--- config.mk ---
export PLATFORM = sky130hd
export DESIGN_NAME = decode_sequencer
export DESIGN_NICKNAME = d
export VERILOG_FILES = /design/src/rtl/dec_pkg.sv /design/src/rtl/ea_calc.sv /design/src/rtl/decode_sequencer.sv
export SDC_FILE = /design/constraint.sdc
export NUM_CORES = 1
export LEC_CHECK = 0
export BUFFER_PORTS_ARGS = -buffer_cell sky130_fd_sc_hd__buf_2
export CAP_MARGIN = 20
export CORE_UTILIZATION = 49
export DETAILED_ROUTE_END_ITERATION = 10
export PLACE_DENSITY = 0.87
export SLEW_MARGIN = 25
export SYNTH_ARGS = -nofsm -noshare
export SYNTH_HDL_FRONTEND = slang
export SYNTH_SLANG_ARGS = --single-unit
--- constraint.sdc ---
create_clock -name clk -period 3.2 [get_ports clk]
set_clock_uncertainty 0.2 [all_clocks]
set_input_delay 0.64 -clock clk [delete_from_list [all_inputs] [get_ports clk]]
set_output_delay 0.64 -clock clk [all_outputs]
set_load 0.02 [all_outputs]
--- src/rtl/dec_pkg.sv ---
// Shared decode definitions: sequencer states,
// addressing-mode fields and opcode class codes.
package dec_pkg;

  typedef enum logic [2:0] {
    IDLE,
    FETCH_LO,
    FETCH_HI,
    PENALTY,
    EXEC,
    DONE
  } state_e;

  typedef enum logic [2:0] {
    M_NONE,
    M_ZP,
    M_ZPI,
    M_ABS,
    M_ABSI
  } mode_e;

  localparam logic [2:0] BBB_IMM0 = 3'b000;
  localparam logic [2:0] BBB_ZP   = 3'b001;
  localparam logic [2:0] BBB_IMM  = 3'b010;
  localparam logic [2:0] BBB_ABS  = 3'b011;
  localparam logic [2:0] BBB_IND  = 3'b100;
  localparam logic [2:0] BBB_ZPX  = 3'b101;
  localparam logic [2:0] BBB_ABSY = 3'b110;
  localparam logic [2:0] BBB_ABSX = 3'b111;

  localparam logic [1:0] CC_00 = 2'b00;
  localparam logic [1:0] CC_01 = 2'b01;
  localparam logic [1:0] CC_10 = 2'b10;
  localparam logic [1:0] CC_11 = 2'b11;

  localparam logic [4:0] OPP_ORA = 5'b00001;
  localparam logic [4:0] OPP_AND = 5'b00101;
  localparam logic [4:0] OPP_EOR = 5'b01001;
  localparam logic [4:0] OPP_ADC = 5'b01101;
  localparam logic [4:0] OPP_STA = 5'b10001;
  localparam logic [4:0] OPP_LDA = 5'b10101;
  localparam logic [4:0] OPP_CMP = 5'b11001;
  localparam logic [4:0] OPP_SBC = 5'b11101;
  localparam logic [4:0] OPP_ASL = 5'b00010;
  localparam logic [4:0] OPP_STX = 5'b10010;
  localparam logic [4:0] OPP_LDX = 5'b10110;

endpackage

--- src/rtl/ea_calc.sv ---
// Effective-address adder: zero-page wrap,
// absolute and indexed forms, page-cross flag.
module ea_calc
  import dec_pkg::*;
#(
  parameter int REG_WIDTH  = 8,
  parameter int ADDR_WIDTH = 16
) (
  input  logic [REG_WIDTH-1:0]  lo,
  input  logic [REG_WIDTH-1:0]  hi,
  input  logic [REG_WIDTH-1:0]  idx,
  input  logic [2:0]            mode,
  output logic [ADDR_WIDTH-1:0] ea,
  output logic                  page_cross
);

  logic [ADDR_WIDTH-1:0] base;
  logic [ADDR_WIDTH-1:0] sum;
  logic [REG_WIDTH-1:0]  zsum;

  // Form every candidate sum and pick by mode.
  always_comb begin
    base       = ADDR_WIDTH'({hi, lo});
    sum        = base + ADDR_WIDTH'(idx);
    zsum       = lo + idx;
    ea         = '0;
    page_cross = 1'b0;
    unique case (mode)
      M_ZP:  ea = ADDR_WIDTH'(lo);
      M_ZPI: ea = ADDR_WIDTH'(zsum);
      M_ABS: ea = base;
      M_ABSI: begin
        ea = sum;
        page_cross =
          sum[ADDR_WIDTH-1:REG_WIDTH] !=
          base[ADDR_WIDTH-1:REG_WIDTH];
      end
      default: ea = '0;
    endcase
  end

endmodule

--- src/rtl/decode_sequencer.sv ---
// Opcode acceptance, operand fetch and
// execute handshake for the decode stage.
module decode_sequencer
  import dec_pkg::*;
#(
  parameter int REG_WIDTH    = 8,
  parameter int ADDR_WIDTH   = 16,
  parameter int OPP_WIDTH    = 5,
  parameter int PAGE_PENALTY = 1
) (
  input  logic                  clk,
  input  logic                  reset_n,
  input  logic                  flush,
  input  logic                  instr_valid,
  input  logic [REG_WIDTH-1:0]  instr_data,
  output logic                  instr_ready,
  output logic                  byte_req,
  input  logic                  byte_valid,
  input  logic [REG_WIDTH-1:0]  byte_data,
  input  logic [REG_WIDTH-1:0]  x_reg,
  input  logic [REG_WIDTH-1:0]  y_reg,
  output logic                  exec_valid,
  input  logic                  exec_ack,
  output logic [OPP_WIDTH-1:0]  opp,
  output logic [ADDR_WIDTH-1:0] ea,
  output logic [REG_WIDTH-1:0]  imm,
  output logic                  is_imm,
  output logic                  is_acc,
  output logic                  done,
  output logic                  err,
  output logic                  busy
);

  state_e state_q, state_d;
  mode_e  mode_q, dec_mode;

  logic [OPP_WIDTH-1:0]  opp_q;
  logic [REG_WIDTH-1:0]  lo_q, lo_in, idx;
  logic [ADDR_WIDTH-1:0] ea_q, ea_w;
  logic two_q, is_imm_q, is_acc_q;
  logic use_y_q, err_q;
  logic page_cross;

  logic [2:0] aaa, bbb;
  logic [1:0] cc;
  logic dec_bad, dec_two, dec_zero;
  logic dec_imm, dec_acc, dec_y;
  logic accept, take, in_exec;

  assign aaa = instr_data[7:5];
  assign bbb = instr_data[4:2];
  assign cc  = instr_data[1:0];

  assign accept = (state_q == IDLE) &&
                  instr_valid && !flush;
  assign take = byte_valid && !flush &&
                (state_q == FETCH_LO ||
                 state_q == FETCH_HI);

  // Classify the offered opcode by bbb/cc.
  always_comb begin
    dec_bad  = (cc == CC_11) ||
               (bbb == BBB_IND) ||
               (bbb == BBB_IMM0 && cc == CC_01) ||
               (bbb == BBB_IMM && cc == CC_00);
    dec_mode = M_NONE;
    dec_two  = 1'b0;
    dec_zero = 1'b0;
    dec_imm  = 1'b0;
    dec_acc  = 1'b0;
    dec_y    = (bbb == BBB_ABSY) ||
               ((bbb == BBB_ZPX ||
                 bbb == BBB_ABSX) &&
                cc == CC_10 &&
                (aaa == 3'b100 || aaa == 3'b101));
    if (!dec_bad) begin
      unique case (1'b1)
        (bbb == BBB_IMM0) ||
        (bbb == BBB_IMM && cc == CC_01):
          dec_imm = 1'b1;
        (bbb == BBB_IMM && cc == CC_10): begin
          dec_acc  = 1'b1;
          dec_zero = 1'b1;
        end
        (bbb == BBB_ZP):  dec_mode = M_ZP;
        (bbb == BBB_ZPX): dec_mode = M_ZPI;
        (bbb == BBB_ABS): begin
          dec_mode = M_ABS;
          dec_two  = 1'b1;
        end
        (bbb == BBB_ABSY) ||
        (bbb == BBB_ABSX): begin
          dec_mode = M_ABSI;
          dec_two  = 1'b1;
        end
        default: dec_mode = M_NONE;
      endcase
    end
  end

  assign idx   = use_y_q ? y_reg : x_reg;
  assign lo_in = (state_q == FETCH_LO) ?
                 byte_data : lo_q;

  ea_calc #(
    .REG_WIDTH (REG_WIDTH),
    .ADDR_WIDTH(ADDR_WIDTH)
  ) u_ea (
    .lo        (lo_in),
    .hi        (byte_data),
    .idx       (idx),
    .mode      (mode_q),
    .ea        (ea_w),
    .page_cross(page_cross)
  );

  // Next state; flush overrides everything.
  always_comb begin
    state_d = state_q;
    unique case (state_q)
      IDLE:
        if (accept)
          state_d = dec_bad  ? DONE :
                    dec_zero ? EXEC : FETCH_LO;
      FETCH_LO:
        if (byte_valid)
          state_d = two_q ? FETCH_HI : EXEC;
      FETCH_HI:
        if (byte_valid)
          state_d = (page_cross &&
                     PAGE_PENALTY != 0) ?
                    PENALTY : EXEC;
      PENALTY: state_d = EXEC;
      EXEC:
        if (exec_ack) state_d = DONE;
      DONE:    state_d = IDLE;
      default: state_d = IDLE;
    endcase
    if (flush) state_d = IDLE;
  end

  // State register.
  always_ff @(posedge clk or negedge reset_n) begin
    if (!reset_n) state_q <= IDLE;
    else          state_q <= state_d;
  end

  // Latch decode on accept, operands on fetch.
  always_ff @(posedge clk or negedge reset_n) begin
    if (!reset_n) begin
      opp_q    <= '0;
      mode_q   <= M_NONE;
      two_q    <= 1'b0;
      is_imm_q <= 1'b0;
      is_acc_q <= 1'b0;
      use_y_q  <= 1'b0;
      err_q    <= 1'b0;
      lo_q     <= '0;
      ea_q     <= '0;
    end else if (accept) begin
      opp_q    <= OPP_WIDTH'({aaa, cc});
      mode_q   <= dec_mode;
      two_q    <= dec_two;
      is_imm_q <= dec_imm;
      is_acc_q <= dec_acc;
      use_y_q  <= dec_y;
      err_q    <= dec_bad;
      lo_q     <= '0;
      ea_q     <= '0;
    end else if (take) begin
      lo_q <= lo_in;
      ea_q <= ea_w;
    end
  end

  assign in_exec     = (state_q == EXEC);
  assign instr_ready = (state_q == IDLE) && !flush;
  assign byte_req    = (state_q == FETCH_LO) ||
                       (state_q == FETCH_HI);
  assign exec_valid  = in_exec;
  assign opp    = in_exec ? opp_q : '0;
  assign ea     = in_exec ? ea_q  : '0;
  assign is_imm = in_exec && is_imm_q;
  assign is_acc = in_exec && is_acc_q;
  assign imm    = is_imm ? lo_q : '0;
  assign done   = (state_q == DONE) && !err_q;
  assign err    = (state_q == DONE) && err_q;
  assign busy   = (state_q != IDLE);

endmodule

==> results_dict.tcl, run 1 <==
set metrics [dict create \
    drt_first_iter_violations 222 \
    finalCritPeriodShare_pct 99.7 \
    ff2ff_path_depth 12 \
    vias 3011 \
    numCtsBuffers 5 \
    critPathKind "reg2reg" \
    dp_hpwl_mm 6.03 \
    synth-seq-cells 40 \
    ys_warn_count 0 \
    crit_buf_inv 1 \
    cpPeakStageDelay_ps 420 \
    clk_latency_ps 300 \
    drive_gt1_share_pct 35.0 \
    cts_buffer_depth 2 \
    ys_types 60 \
    die-area_um2 6440 \
    synthXorXnorAreaFrac_pct 4.09 \
    end_kind "register" \
    start_kind "register" \
    cp_data_arrival_time_ps 3180 \
    synth-simple-area-share_pct 25.1 \
    ant_nets 0 \
    grt_setup_unrepaired "yes" \
    die_x_um 80.3 \
    wl_mm 8.37 \
    p_per_area_nw_per_um2 731 \
    crit_required_ps 3190 \
    synth_top_family_by_area "simple AND/OR/NAND/NOR gates" \
    final_max_slew_viol_count 0 \
    via_per_inst 5.88 \
    grt_max_degree 41 \
    initial_core_util_pct 50.7 \
    synthArstFlopShare_pct 100 \
    post-route-min-period_ps 3190 \
    antenna_cells 0 \
    crit_fanout 7 \
    total_power_mw 2.83 \
    r2r_start "state_q[2]" \
    gp_congestion 0.860 \
    synthFlopType "dfrtp_1" \
    die_y_um 80.3 \
    fp-row-count 28 \
    htree_levels 2 \
    final_util_pct 65.3 \
    synth_edf_count 0 \
    synth_compound_area_share_pct 20.7 \
    clkSinkCount 40 \
    synth.area.mux_share_pct 9.09 \
    crit_family "simple AND/OR/NAND/NOR gates" \
    r2r_setup_slack_ps 10 \
    synth.avg_cell_area_um2 8.75 \
    setup_tns_ps 0 \
    first_pass_iters 4 \
    antenna_found_initial 0 \
    wl_per_cell_um 16.4 \
    worstMarginPinSlew_ps 921 \
    peakVddDrop_mv 0.406 \
    syn_inst 343 \
    core-area_um2 5920 \
    nets 482 \
    grt_usage_pct 26.5 \
    hold_path.class "in2async" \
    maxCapViolations 0 \
    first_global_vias 2882 \
    portBuffers 74 \
    timing.rr.end "ea_q[8]" \
    finalHoldViolCount 0 \
    grt_overflow 0 \
    path_clk_slew_ps 80 \
    setup_violations 0 \
    critPathSlowestCell "or3b_4" \
    drc 0 \
    syn_area_um2 3000 \
    root_buffer "clkbuf_8" \
    timing.slew.headroom_pct 38.6 \
    area_growth_pct 28.8 \
    status "completed" \
    io_pins 75 \
    fmax_mhz 314 \
    synthAdderAreaFrac_pct 3.59 \
    cp_cell_sequence "or3b_4, nand2_2, nand2_4, ha_4, fa_2, or2_4, a211oi_2, nor3_2, a311oi_4, buf_6, nor3_1, a221o_1" \
    crit_cells 12 \
    yosysSeqAreaShare_pct 33.4 \
    grt_pass1_wl_mm 13.1 \
    p_leak_nw 1.92 \
    synthesis.nets 389 \
    cts_tree "built" \
]
-- routing by layer --
layer  up-vias  share of wire, %  global-route usage (%)  routed length (um)
li1       1432                 -                       -                   -
met1      1431                42                    31.3                3540
met2       130                50                    47.5                4150
met3        18               6.2                    4.20                 520
met4         0               1.9                    10.9                 161
met5         -                 0                       0                   0
-- sequential cells by signal, summed over array words and instances (netlist names) --
name and count:
is_acc_q 1, mode_q 3, two_q 1, opp_q 5, lo_q 8, is_imm_q 1
state_q 3, ea_q 16, err_q 1, use_y_q 1
-- power by group --
group	switching (mW)	internal, mW
sequential	0.130	0.644
clock	0.183	0.176
combinational	0.886	0.807
total	1.20	1.63
-- cell usage after synthesis, types with 3 or more instances --
master	number	share of area [%]
a21o_1	6	1.5
a21oi_1	18	3.0
a221o_1	3	1.0
a22o_1	4	1.2
a22oi_1	4	1.0
and2_1	25	5.2
and3_1	15	3.1
clkbuf_1	13	1.6
dfrtp_1	40	33
ha_1	7	2.9
inv_1	11	1.4
mux2_2	11	4.1
mux2i_1	9	3.0
nand2_1	37	4.6
nand2b_1	3	0.63
nand3_1	11	1.8
nor2_1	22	2.8
nor2b_1	6	1.3
nor3_1	7	1.2
nor3b_1	3	0.75
o21ai_0	22	3.7
o221ai_1	4	1.2
o31ai_1	3	0.75
xnor2_1	12	3.5
-- metrics by stage --
step,area [um^2],setup slack [ps],std cells,hold slack [ps]
final,3860,10.5,512,262
after global routing,3860,-81.0,512,297
after CTS,3700,-0.221,507,279
after detailed placement,3590,-64.6,499,262
after global placement,3590,21.7,499,255
after floorplan,3020,3.36,343,144
-- worst max path at each step --
stage	startpoint	end	slack (ps)
2_1_floorplan	state_q[0]	ea_q[8]	3
4_1_cts	state_q[2]	state_q[0]	-0.2
3_5_place_dp	y_reg[0]	ea_q[8]	-60
3_3_place_gp	y_reg[0]	ea_q[8]	20
6_report	state_q[2]	ea_q[8]	10
5_1_grt	state_q[2]	ea_q[14]	-80
-- logic make-up (layout without fill, tap and decap cells) --
group / count (synthesis) / after routing
fa+ha+maj: 8 / 8
simple gates: 141 / 141
flops: 40 / 40
xor+xnor: 14 / 14
buf+inv: 29 / 123
compound gates: 88 / 88
mux: 23 / 23
-- cell type report --
class | count | area [um^2]
multi-input cells | 274 | 2030
well taps | 75 | 93.8
clock buffers | 8 | 90.1
fillers | 468 | 2060
inverters | 12 | 48.8
flip-flops and latches | 40 | 1000
repair buffers | 103 | 603
-- cell usage in the layout, fill, tap and decap left out, types with 5 or more instances in the layout --
cell type | netlist | final
a21o_1 | 6 | 6
xnor2_1 | 12 | 12
mux2i_4 | 2 | 5
mux2_2 | 11 | 11
dfrtp_1 | 40 | 40
o21ai_0 | 22 | 19
buf_2 | 1 | 74
and3_1 | 15 | 15
nand3_1 | 11 | 11
nor2_1 | 22 | 21
nand2_1 | 37 | 35
mux2i_1 | 9 | 5
a21oi_1 | 18 | 17
inv_1 | 11 | 9
nor3_1 | 7 | 6
nor2b_1 | 6 | 6
buf_4 | 1 | 25
clkbuf_8 | 0 | 6
and2_1 | 25 | 25
-- repair_timing --
action | in CTS | in global routing
setup buffers | 0 | 5
gates resized for setup | 7 | 24
pin swaps | 0 | 11
endpoints found under the setup margin | 8 | 32
hold buffers | 0 | 0
(Power assumes the default switching activity.)
==> run 2: changes to the inputs <==
Settings changed: PLACE_DENSITY 0.87 to not set, PLACE_DENSITY_LB_ADDON set to 0.25.
==> run 2 against run 1 <==
  * Via count is 1.3% higher
  * Global-route usage is 0.11 points lower
  * Final area is 1.8% higher
  * Worst setup slack better by 42 ps
  * Register-to-register slack better by 40 ps
  * Critical path type unchanged
==> results_dict.tcl, run 2 (same netlist as run 1, synthesis figures left out) <==
set metrics [dict create \
    cts-hold-fix-buffers 0 \
    grt_pass1_wl_mm 13.1 \
    antenna_found_initial 0 \
    drive_gt1_share_pct 37.0 \
    final_max_slew_viol_count 0 \
    final_cell_mix "buf_2, dfrtp_1, nand2_1, buf_4, and2_1" \
    first_global_vias 2711 \
    maxCapViolations 0 \
    critPathKind "reg2reg" \
    wl_mm 8.38 \
    hold_ws_ps 125 \
    grt_overflow 0 \
    initial_core_util_pct 50.7 \
    top_regs "ea_q: 16 flops, lo_q: 8 flops, opp_q: 5 flops" \
    setup_tns_ps 0 \
    die_x_um 80.3 \
    numCtsBuffers 5 \
    n_fill_cell 505 \
    io_pins 75 \
    clkSinkCount 40 \
    crit_buf_inv 3 \
    root_buffer "clkbuf_8" \
    finalHoldViolCount 0 \
    end_kind "register" \
    setup_violations 0 \
    cts_tree "built" \
    crit_required_ps 3180 \
    peakVddDrop_mv 0.430 \
    die_y_um 80.3 \
    final_util_pct 66.4 \
    die-area_um2 6440 \
    crit_fanout 7 \
    hold_path.class "in2async" \
    drt_first_iter_violations 166 \
    post-route-min-period_ps 3150 \
    r2r_setup_slack_ps 50 \
    path_clk_slew_ps 80 \
    cts_buffer_depth 2 \
    core-area_um2 5920 \
    final_common_cell "buf_2" \
    portBuffers 74 \
    timing.slew.headroom_pct 64.6 \
    nets 488 \
    cp_data_arrival_time_ps 3130 \
    status "completed" \
    wl_per_cell_um 16.2 \
    cpPeakStageDelay_ps 400 \
    timing.rr.end "ea_q[8]" \
    via_per_inst 5.89 \
    register_area_um2 1000 \
    grt_usage_pct 26.4 \
    crit_family "compound AO/OA/AOI/OAI gates" \
    largest_reg_flops 16 \
    ant_nets 0 \
    first_pass_iters 5 \
    critPathSlowestCell "dfrtp_1" \
    r2r_start "state_q[1]" \
    dp_hpwl_mm 6.01 \
    grt_max_degree 41 \
    drc 0 \
    vias 3051 \
    ff2ff_path_depth 12 \
    p_leak_nw 1.96 \
    top_register "ea_q" \
    worstMarginPinSlew_ps 531 \
    area_growth_pct 31.1 \
    gp_congestion 0.955 \
    p_per_area_nw_per_um2 732 \
    clk_latency_ps 290 \
    start_kind "register" \
    finalCritPeriodShare_pct 98.4 \
    fp-row-count 28 \
    cp_cell_sequence "buf_4, nor3b_4, mux2i_2, inv_2, fa_2, or2_4, a211oi_2, nor3_2, a311oi_4, buf_6, nor3_1, a221o_1" \
    multi_input_area_um2 2060 \
    fmax_mhz 318 \
    htree_levels 2 \
    antenna_cells 0 \
    grt_setup_unrepaired "yes" \
]
==> run 2: cell type report <==
cell class | count | area share [%]
Clock buffer | 8 | 2.29
Inverter | 12 | 1.15
Multi-Input combinational cell | 274 | 52.5
Sequential cell | 40 | 25.4
Tap cell | 75 | 2.39
Timing Repair Buffer | 109 | 16.3
==> run 2: power breakdown <==
group | switching [mW] | total, mW | internal, mW
sequential | 0.128 | 0.772 | 0.644
combinational | 0.911 | 1.76 | 0.844
clock | 0.175 | 0.351 | 0.176
total | 1.21 | 2.88 | 1.66
==> run 2: how the worst max path moves through the flow <==
stage,startpoint,end,slack (ps),depth (start not counted)
final,state_q[1],ea_q[8],50,12
after global routing,state_q[1],ea_q[14],-60,13
after CTS,state_q[2],ea_q[4],20,13
after detailed placement,y_reg[0],ea_q[4],-40,12
after global placement,y_reg[0],ea_q[8],9,11
after floorplan,state_q[0],ea_q[8],3,13
==> run 2: metrics by stage <==
step	area [um^2]	power, mW	worst slack [ps]	std cells
floorplan	3020	1.79	3.36	343
global placement	3660	2.24	9.14	508
detailed placement	3660	2.29	-35.8	508
CTS	3770	2.68	17.2	516
global route	3930	3.06	-55.9	518
finish	3930	2.88	52.3	518
==> run 2: per-layer routing <==
metal  track usage [%]  share of wire (%)
met1              34.6                 44
met2              44.1                 49
met3              3.86                5.9
met4              9.46                1.8
met5                 0                  0
==> run 2: timing repair <==
item,in CTS,in global routing
resized for setup,5,30
setup buffers,0,2
endpoints found under the setup margin,7,14
pin swaps,0,10
